==> src/rtl/spi_slave.sv <==
// SPI mode-0 target: oversampled pins, TX holding register, RX queue with sticky error flags.
// Build option: define SPI_SLAVE_RXFIFO_EN for a 4-deep RX FIFO (default is a single RX register).
module spi_slave #(
   parameter logic [7:0] FILL_BYTE   = 8'hFF,
   parameter int         SYNC_STAGES = 2
) (
   input  logic       clk,
   input  logic       rst,
   input  logic       spi_clk,
   input  logic       spi_cs_n,
   input  logic       spi_di,
   output logic       spi_do,
   output logic       spi_do_oe,
   input  logic [7:0] tx_data,
   input  logic       tx_wr,
   output logic       tx_empty,
   output logic [7:0] rx_data,
   output logic       rx_avail,
   input  logic       rx_rd,
   output logic       overrun,
   output logic       underrun,
   input  logic       err_clr,
   output logic       busy
);

   logic [SYNC_STAGES-1:0] sclk_sync_reg, cs_sync_reg, di_sync_reg;
   logic sclk_dly_reg, cs_dly_reg;
   logic sclk_s, cs_s, di_s;
   logic cs_fall, cs_rise, sclk_rise, sclk_fall;

   always_ff @(posedge clk or posedge rst) begin
      if (rst) begin
         sclk_sync_reg <= '0;
         cs_sync_reg   <= '1;
         di_sync_reg   <= '0;
         sclk_dly_reg  <= 1'b0;
         cs_dly_reg    <= 1'b1;
      end else begin
         sclk_sync_reg <= {sclk_sync_reg[SYNC_STAGES-2:0], spi_clk};
         cs_sync_reg   <= {cs_sync_reg[SYNC_STAGES-2:0], spi_cs_n};
         di_sync_reg   <= {di_sync_reg[SYNC_STAGES-2:0], spi_di};
         sclk_dly_reg  <= sclk_sync_reg[SYNC_STAGES-1];
         cs_dly_reg    <= cs_sync_reg[SYNC_STAGES-1];
      end
   end

   assign sclk_s    = sclk_sync_reg[SYNC_STAGES-1];
   assign cs_s      = cs_sync_reg[SYNC_STAGES-1];
   assign di_s      = di_sync_reg[SYNC_STAGES-1];
   assign cs_fall   = cs_dly_reg & ~cs_s;
   assign cs_rise   = ~cs_dly_reg & cs_s;
   assign sclk_rise = sclk_s & ~sclk_dly_reg & ~cs_s;
   assign sclk_fall = ~sclk_s & sclk_dly_reg & ~cs_s;

   logic [2:0] bit_cnt_reg;
   logic [7:0] rx_shift_reg;
   logic       push_reg;
   logic [7:0] tx_shift_reg, tx_shift_next;
   logic [7:0] tx_hold_reg, tx_hold_next;
   logic       tx_empty_reg, tx_empty_next;
   logic [7:0] cur_byte_reg, cur_byte_next;
   logic       cur_fill_reg, cur_fill_next;
   logic       pending_reg, pending_next;
   logic       load, unr_evt, ovr_evt, pop, accept;
   logic       overrun_reg, underrun_reg;

   // An aborted byte is restored into tx_shift and re-sent whole by the next frame.
   always_comb begin
      tx_shift_next = tx_shift_reg;
      tx_hold_next  = tx_hold_reg;
      tx_empty_next = tx_empty_reg;
      cur_byte_next = cur_byte_reg;
      cur_fill_next = cur_fill_reg;
      pending_next  = pending_reg;
      load          = (cs_fall & ~pending_reg) | (sclk_fall & (bit_cnt_reg == 3'd0));
      if (cs_fall)
         pending_next = 1'b0;
      if (load) begin
         if (!tx_empty_reg) begin
            tx_shift_next = tx_hold_reg;
            cur_byte_next = tx_hold_reg;
            cur_fill_next = 1'b0;
            tx_empty_next = 1'b1;
         end else begin
            tx_shift_next = FILL_BYTE;
            cur_byte_next = FILL_BYTE;
            cur_fill_next = 1'b1;
         end
      end else if (sclk_fall) begin
         tx_shift_next = {tx_shift_reg[6:0], 1'b1};
      end else if (cs_rise && bit_cnt_reg != 3'd0) begin
         tx_shift_next = cur_byte_reg;
         pending_next  = ~cur_fill_reg;
      end
      if (tx_wr) begin
         tx_hold_next  = tx_data;
         tx_empty_next = 1'b0;
      end
   end

   // Underrun counts only once the master clocks a fill bit, so the trailing load is harmless.
   assign unr_evt = sclk_rise & cur_fill_reg & (bit_cnt_reg == 3'd0);

   always_ff @(posedge clk or posedge rst) begin
      if (rst) begin
         bit_cnt_reg  <= 3'd0;
         rx_shift_reg <= 8'h00;
         push_reg     <= 1'b0;
         tx_shift_reg <= FILL_BYTE;
         tx_hold_reg  <= 8'h00;
         tx_empty_reg <= 1'b1;
         cur_byte_reg <= FILL_BYTE;
         cur_fill_reg <= 1'b1;
         pending_reg  <= 1'b0;
         overrun_reg  <= 1'b0;
         underrun_reg <= 1'b0;
      end else begin
         if (cs_fall || cs_rise)
            bit_cnt_reg <= 3'd0;
         else if (sclk_rise)
            bit_cnt_reg <= bit_cnt_reg + 3'd1;
         if (sclk_rise)
            rx_shift_reg <= {rx_shift_reg[6:0], di_s};
         push_reg     <= sclk_rise & (bit_cnt_reg == 3'd7);
         tx_shift_reg <= tx_shift_next;
         tx_hold_reg  <= tx_hold_next;
         tx_empty_reg <= tx_empty_next;
         cur_byte_reg <= cur_byte_next;
         cur_fill_reg <= cur_fill_next;
         pending_reg  <= pending_next;
         overrun_reg  <= ovr_evt | (overrun_reg & ~err_clr);
         underrun_reg <= unr_evt | (underrun_reg & ~err_clr);
      end
   end

`ifdef SPI_SLAVE_RXFIFO_EN
   logic [7:0] mem_reg [4];
   logic [1:0] wptr_reg, rptr_reg;
   logic       full_reg, fifo_empty;

   assign fifo_empty = (wptr_reg == rptr_reg) & ~full_reg;
   assign pop        = rx_rd & ~fifo_empty;
   assign accept     = push_reg & (~full_reg | pop);

   always_ff @(posedge clk or posedge rst) begin
      if (rst) begin
         for (int i = 0; i < 4; i++)
            mem_reg[i] <= 8'h00;
         wptr_reg <= 2'd0;
         rptr_reg <= 2'd0;
         full_reg <= 1'b0;
      end else begin
         if (accept) begin
            mem_reg[wptr_reg] <= rx_shift_reg;
            wptr_reg          <= wptr_reg + 2'd1;
         end
         if (pop)
            rptr_reg <= rptr_reg + 2'd1;
         if (accept && !pop && (wptr_reg + 2'd1 == rptr_reg))
            full_reg <= 1'b1;
         else if (pop && !accept)
            full_reg <= 1'b0;
      end
   end

   assign rx_data  = mem_reg[rptr_reg];
   assign rx_avail = ~fifo_empty;
`else
   logic [7:0] rx_hold_reg;
   logic       rx_valid_reg;

   assign pop    = rx_rd & rx_valid_reg;
   assign accept = push_reg & (~rx_valid_reg | pop);

   always_ff @(posedge clk or posedge rst) begin
      if (rst) begin
         rx_hold_reg  <= 8'h00;
         rx_valid_reg <= 1'b0;
      end else if (accept) begin
         rx_hold_reg  <= rx_shift_reg;
         rx_valid_reg <= 1'b1;
      end else if (pop) begin
         rx_valid_reg <= 1'b0;
      end
   end

   assign rx_data  = rx_hold_reg;
   assign rx_avail = rx_valid_reg;
`endif

   assign ovr_evt   = push_reg & ~accept;
   assign overrun   = overrun_reg;
   assign underrun  = underrun_reg;
   assign tx_empty  = tx_empty_reg;
   assign busy      = ~cs_s;
   assign spi_do_oe = ~cs_s;
   assign spi_do    = cs_s ? 1'b1 : tx_shift_reg[7];

endmodule

==> config.mk <==
export PLATFORM = sky130hd
export DESIGN_NAME = spi_slave
export DESIGN_NICKNAME = d
export VERILOG_FILES = /design/src/rtl/spi_slave.sv
export SDC_FILE = /design/constraint.sdc
export NUM_CORES = 1
export LEC_CHECK = 0
export BUFFER_PORTS_ARGS = -buffer_cell sky130_fd_sc_hd__buf_2
export CORE_MARGIN = 5
export CORE_UTILIZATION = 45
export DETAILED_ROUTE_END_ITERATION = 12
export GPL_ROUTABILITY_DRIVEN = 0
export GPL_TIMING_DRIVEN = 1
export SLEW_MARGIN = 15
export SYNTH_ARGS = -nofsm -noshare
export SYNTH_HDL_FRONTEND = slang
export SYNTH_SLANG_ARGS = --single-unit
==> constraint.sdc <==
create_clock -name clk -period 2.31 [get_ports clk]
set_input_delay 0.1155 -clock clk [delete_from_list [all_inputs] [get_ports clk]]
set_output_delay 0.1155 -clock clk [all_outputs]
set_load 0.02 [all_outputs]
# Yosys cells after proc, flatten, opt, wreduce, memory -nomap -nowiden
# Index checks and enable logic that the tools add are counted.
# Widths: inputs -> output; s select.
# totals
output_inout_bits	15
regBits	58
input_bits	16
word_cells	73
# op_classes
n_mux	16
eq_ne	1
reduce_logical	8
addsub	1
n_bitwise	29
# ops
cell	count
$mux 8	4
$and 1x1->1	16
$mux 1	10
$not 1->1	9
$mux 3	2
$reduce_bool 2->1	3
$reduce_bool 3->1	2
$or 1x1->1	4
$add 3x1->3 const B	1
$eq 3x3->1 const B	1
$logic_not 3->1	1
$logic_and 1x1->1	1
$logic_or 1x1->1	1

# Longest topological paths before layout
# logic_depth
ltp_word	7
depth_mapped	8
depth_no_buf	6

# Least setup slack after synthesis
# OpenSTA, ideal clock, no wires.
# synth_timing
path_kind	register to register
from	register cs_sync_reg[1]
to	register tx_shift_reg[0]
synth_period_minus_slack_ns	1.903
arrival_ns	1.810
t_required_ns	2.217
slack_ns	0.407
n_path_buf	2
path_stages_with_launch	9
setup_time_ns	0.093
path_cell_list	dfstp_2 -> inv_1 -> ha_1 -> nor2b_1 -> buf_4 -> a211o_4 -> buf_6 -> o31ai_2 -> o22ai_2
# synth_via
elab_chain_cells	5
elab_cells_between_ends	11
classes_between	mux (2); bitwise (7); reduce/logical (2)
# synth_rtl
item	line	text
from (decl)	26	logic [SYNC_STAGES-1:0] sclk_sync_reg, cs_sync_reg, di_sync_reg;
from (signal assigned)	40	cs_sync_reg <= {cs_sync_reg[SYNC_STAGES-2:0], spi_cs_n};
$not 1->1 (*)	--	
via busy	23	output logic busy
$and 1x1->1, on equally long branches	50, 53	
$and 1x1->1	75	load = (cs_fall & ~pending_reg) | (sclk_fall & (bit_cnt_reg == 3'd0));
$or 1x1->1	75	
$reduce_bool 3->1 (no line) / $mux 8 (equally long branches)	--	
to (signal assigned)	125	tx_shift_reg <= tx_shift_next;
to (decl)	58	logic [7:0] tx_shift_reg, tx_shift_next;
# Mark *: on every way through the listed nets, which the timed path passes. The rest lies on a longest branch.
# A chain may end at the register's enable or synchronous reset.

# Final worst setup path
# layout_timing
from	register cs_dly_reg
to	register tx_shift_reg[0]
# layout_via
elab_chain_cells	4
elab_cells_between_ends	8
classes_between	mux (1); bitwise (5); reduce/logical (2)
# layout_rtl
item	line	text
from (decl)	27	logic sclk_dly_reg, cs_dly_reg;
from (signal assigned)	43	cs_dly_reg <= cs_sync_reg[SYNC_STAGES-1];
$and 1x1->1 / $not 1->1 (equally long branches)	50, 51	
$and 1x1->1, on equally long branches	75, 51	
$or 1x1->1 / $logic_and 1x1->1 (equally long branches)	75, 91	
$reduce_bool 3->1 (no line) / $mux 8 (equally long branches)	--	
# Parallel ways exist; a longest one is shown, timed or not.

==> impl_metrics.yaml <==
finish:
  design_area_um2: 2950
  layout_commonest_cell: "dfrtp_1"
  nets: 266
  antennaDiodeCount: 0
  syn2layout_area_growth_pct: 18.3
  fillerInstances: 484
  final_cell_mix: "dfrtp_1, buf_2, nor2_1"
  drive_above_1_share_pct: 42.2
hold_path:
  worstHoldStart: "tx_data[4]"
  hold_end: "tx_hold_reg[4]"
  hold_path_class: "input port to flop"
  hold_depth: 2
sta:
  fin_crit_sh_pct: 86.9
  finalClockSkew_ns: 0.00751
  hold_viol_final: 0
  min_period_ns: 2.01
  grt_setup_unrepaired: "no"
  setup_violations: 0
  tightest_slew_ns: 0.465
  maxSlewViolCount: 0
  slew_headroom_pct: 68.8
  finalSetupTns_ns: 0
  fmax_mhz: 498
synth:
  yosysWarnings: 0
  synth_area_um2: 2500
  synth_nets: 227
  ys_seq_area_share_pct: 59.2
  syn-instance-count: 206
  ys_ff_latch: 58
  avgSynthCellArea_um2: 12.1
  synth_cell_types: 33
die:
  initial_core_util_pct: 45.9
  die-area_um2: 7140
  die_w_um: 84.5
  ioPinCount: 31
  fp.dieH_um: 84.5
  core_um2: 5440
  rows: 27
critical_path:
  rr_worst_depth: 5
  worstSetupStartpointType: "flop"
  critical_path_required_ns: 2.54
  timing.rr.end: "tx_shift_reg[0]"
  r2r-start: "cs_dly_reg"
  setup.worst_path.class: "flop to flop"
  cp-end-kind: "flop"
  r2r_slack_ns: 0.30
  crit_arrival_ns: 2.23
  worst-path-max-fanout: 15
placement:
  io_buffers: 30
  dpl_cell_area_um2: 2700
  dp_hpwl_um: 2880
power:
  cell_internal_pwr_uw: 1980
  power_frac_clock_pct: 36.3
  netSwitchingPower_uw: 624
  netSwitchingFraction_pct: 24.0
  power_density_nw_per_um2: 881
  power_frac_seq_pct: 51.1
  pwr-share-comb_pct: 12.6
  leakage_uw: 0.00140
  peakVddDrop_v: 0.000495
clock_network:
  clock_sinks: 58
  cts_buffers: 9
  cts_buffer_depth: 2
  clk_pin_slew_worst_paths_ns: 0.06
  cts.htree.levels: 3
  cts_tree: "built"
  clock_latency_ns: 0.32
  cts-root-buf: "clkbuf_8"
detailed_routing:
  wl_um: 4270
  vias: 1549
  initialDrtViolationCount: 72
  drc: 0
  firstDrtPassIters: 4
  routed_via_density: 4.83
  wire_per_inst_um: 13.3
  ant_nets: 0
global_route:
  antenna_found_initial: 0
  grt_pass1_vias: 1673
  grt_max_degree: 59
  grt.overflow.total: 0
  grt_pass1_wl_um: 7790
  grt_usage_pct: 13.5
run:
  maxCapViolCount: 0
run_status:
  outcome: "finished clean"
==> power by group through the flow <==
stage	combinational (uW)	sequential [uW]	clock [uW]
final	329	1330	943
after global routing	377	1350	1020
after CTS	334	1330	973
after detailed placement	327	1350	0
after global placement	322	1350	0
after floorplan	276	1310	0
==> cells in the mapped netlist <==
library cell / instances / area share (%)
a31oi_1: 7 / 1.8
inv_1: 9 / 1.4
nor2_1: 26 / 3.9
buf_2: 2 / 0.40
clkbuf_1: 2 / 0.30
and2b_2: 1 / 0.35
buf_6: 3 / 1.4
nand3_1: 9 / 1.8
a21o_2: 1 / 0.35
nor2b_1: 3 / 0.75
a21o_1: 7 / 2.1
or3b_1: 1 / 0.35
dfstp_2: 21 / 22
o21ai_0: 9 / 1.8
mux2i_1: 1 / 0.40
dfrtp_1: 37 / 37
o22ai_1: 1 / 0.25
o22ai_2: 1 / 0.50
xnor2_1: 1 / 0.35
or2_2: 1 / 0.25
a211o_4: 1 / 0.70
nand2_1: 10 / 1.5
o31ai_2: 1 / 0.50
nand2b_4: 1 / 0.55
nand2b_1: 1 / 0.25
mux2_2: 25 / 11
buf_4: 4 / 1.2
ha_1: 5 / 2.5
nor3b_1: 1 / 0.30
nor3b_2: 2 / 1.0
a21oi_1: 9 / 1.8
nor4b_1: 1 / 0.35
and2_1: 2 / 0.50
==> worst max-delay path, stage by stage, from the launching register on <==
cell and delay (ns):
dfstp_2 0.53, ha_1 0.15, nor2b_2 0.42, a21o_2 0.32, nor3b_1 0.37, o22ai_2 0.13
==> stage by stage <==
step / hold WS [ns] / power [uW] / setup slack (ns) / util [%] / std cells
floorplan: 0.120 / 1590 / 0.407 / - / 206
global placement: 0.199 / 1670 / 0.153 / 49.6 / 301
detailed placement: 0.196 / 1670 / 0.0411 / 49.6 / 301
CTS: 0.0140 / 2640 / 0.0196 / 54.3 / 321
global route: 0.0193 / 2750 / 0.102 / 54.3 / 321
finish: 0.0315 / 2600 / 0.303 / 54.3 / 321
==> cell type report <==
cell class	instances	area [um^2]	share of cell area (%)
multi-input combinational	128	906	30.7
tap	72	90.1	3.05
inverter	9	33.8	1.14
clock buffer	13	169	5.72
sequential	58	1480	50.0
clock inverter	2	35.0	1.19
timing repair buffer	39	243	8.22
==> how the worst max path moves through the flow <==
stage                           end            from  depth (start not counted)  slack [ns]
detailed placement  tx_shift_reg[0]      cs_dly_reg                          5        0.04
CTS                 tx_shift_reg[0]      cs_dly_reg                          5        0.02
global placement    tx_shift_reg[7]      cs_dly_reg                          6        0.15
finish              tx_shift_reg[0]      cs_dly_reg                          5        0.30
floorplan           tx_shift_reg[0]  cs_sync_reg[1]                          8        0.41
global route        tx_shift_reg[4]  cs_sync_reg[1]                          7        0.10
==> logic make-up after synthesis <==
group,count (synthesis),synth area share (%)
DFF,58,59.2
buffers and inverters,20,4.61
adders and majority gates,5,2.51
AOI/OAI and AO/OA,37,9.77
xor gates and xnor gates,1,0.351
muxes,26,11.7
and+or+nand+nor,59,11.9
==> per-layer routing <==
layer  GRT usage (%)  vias up  routed length (um)
met3            4.22        2                 169
met1            18.9      743                2180
met5               0        -                   0
met2            19.9       26                1890
li1                -      778                   -
met4            4.75        0                  29
==> repair_timing <==
action                     in CTS  in global routing
hold buffers                    5                  0
setup endpoints to repair       0                 11
gates resized for setup         0                  1
hold endpoints to repair       42                  0
setup buffers                   0                  0
Power figures use the tool's default switching activity.
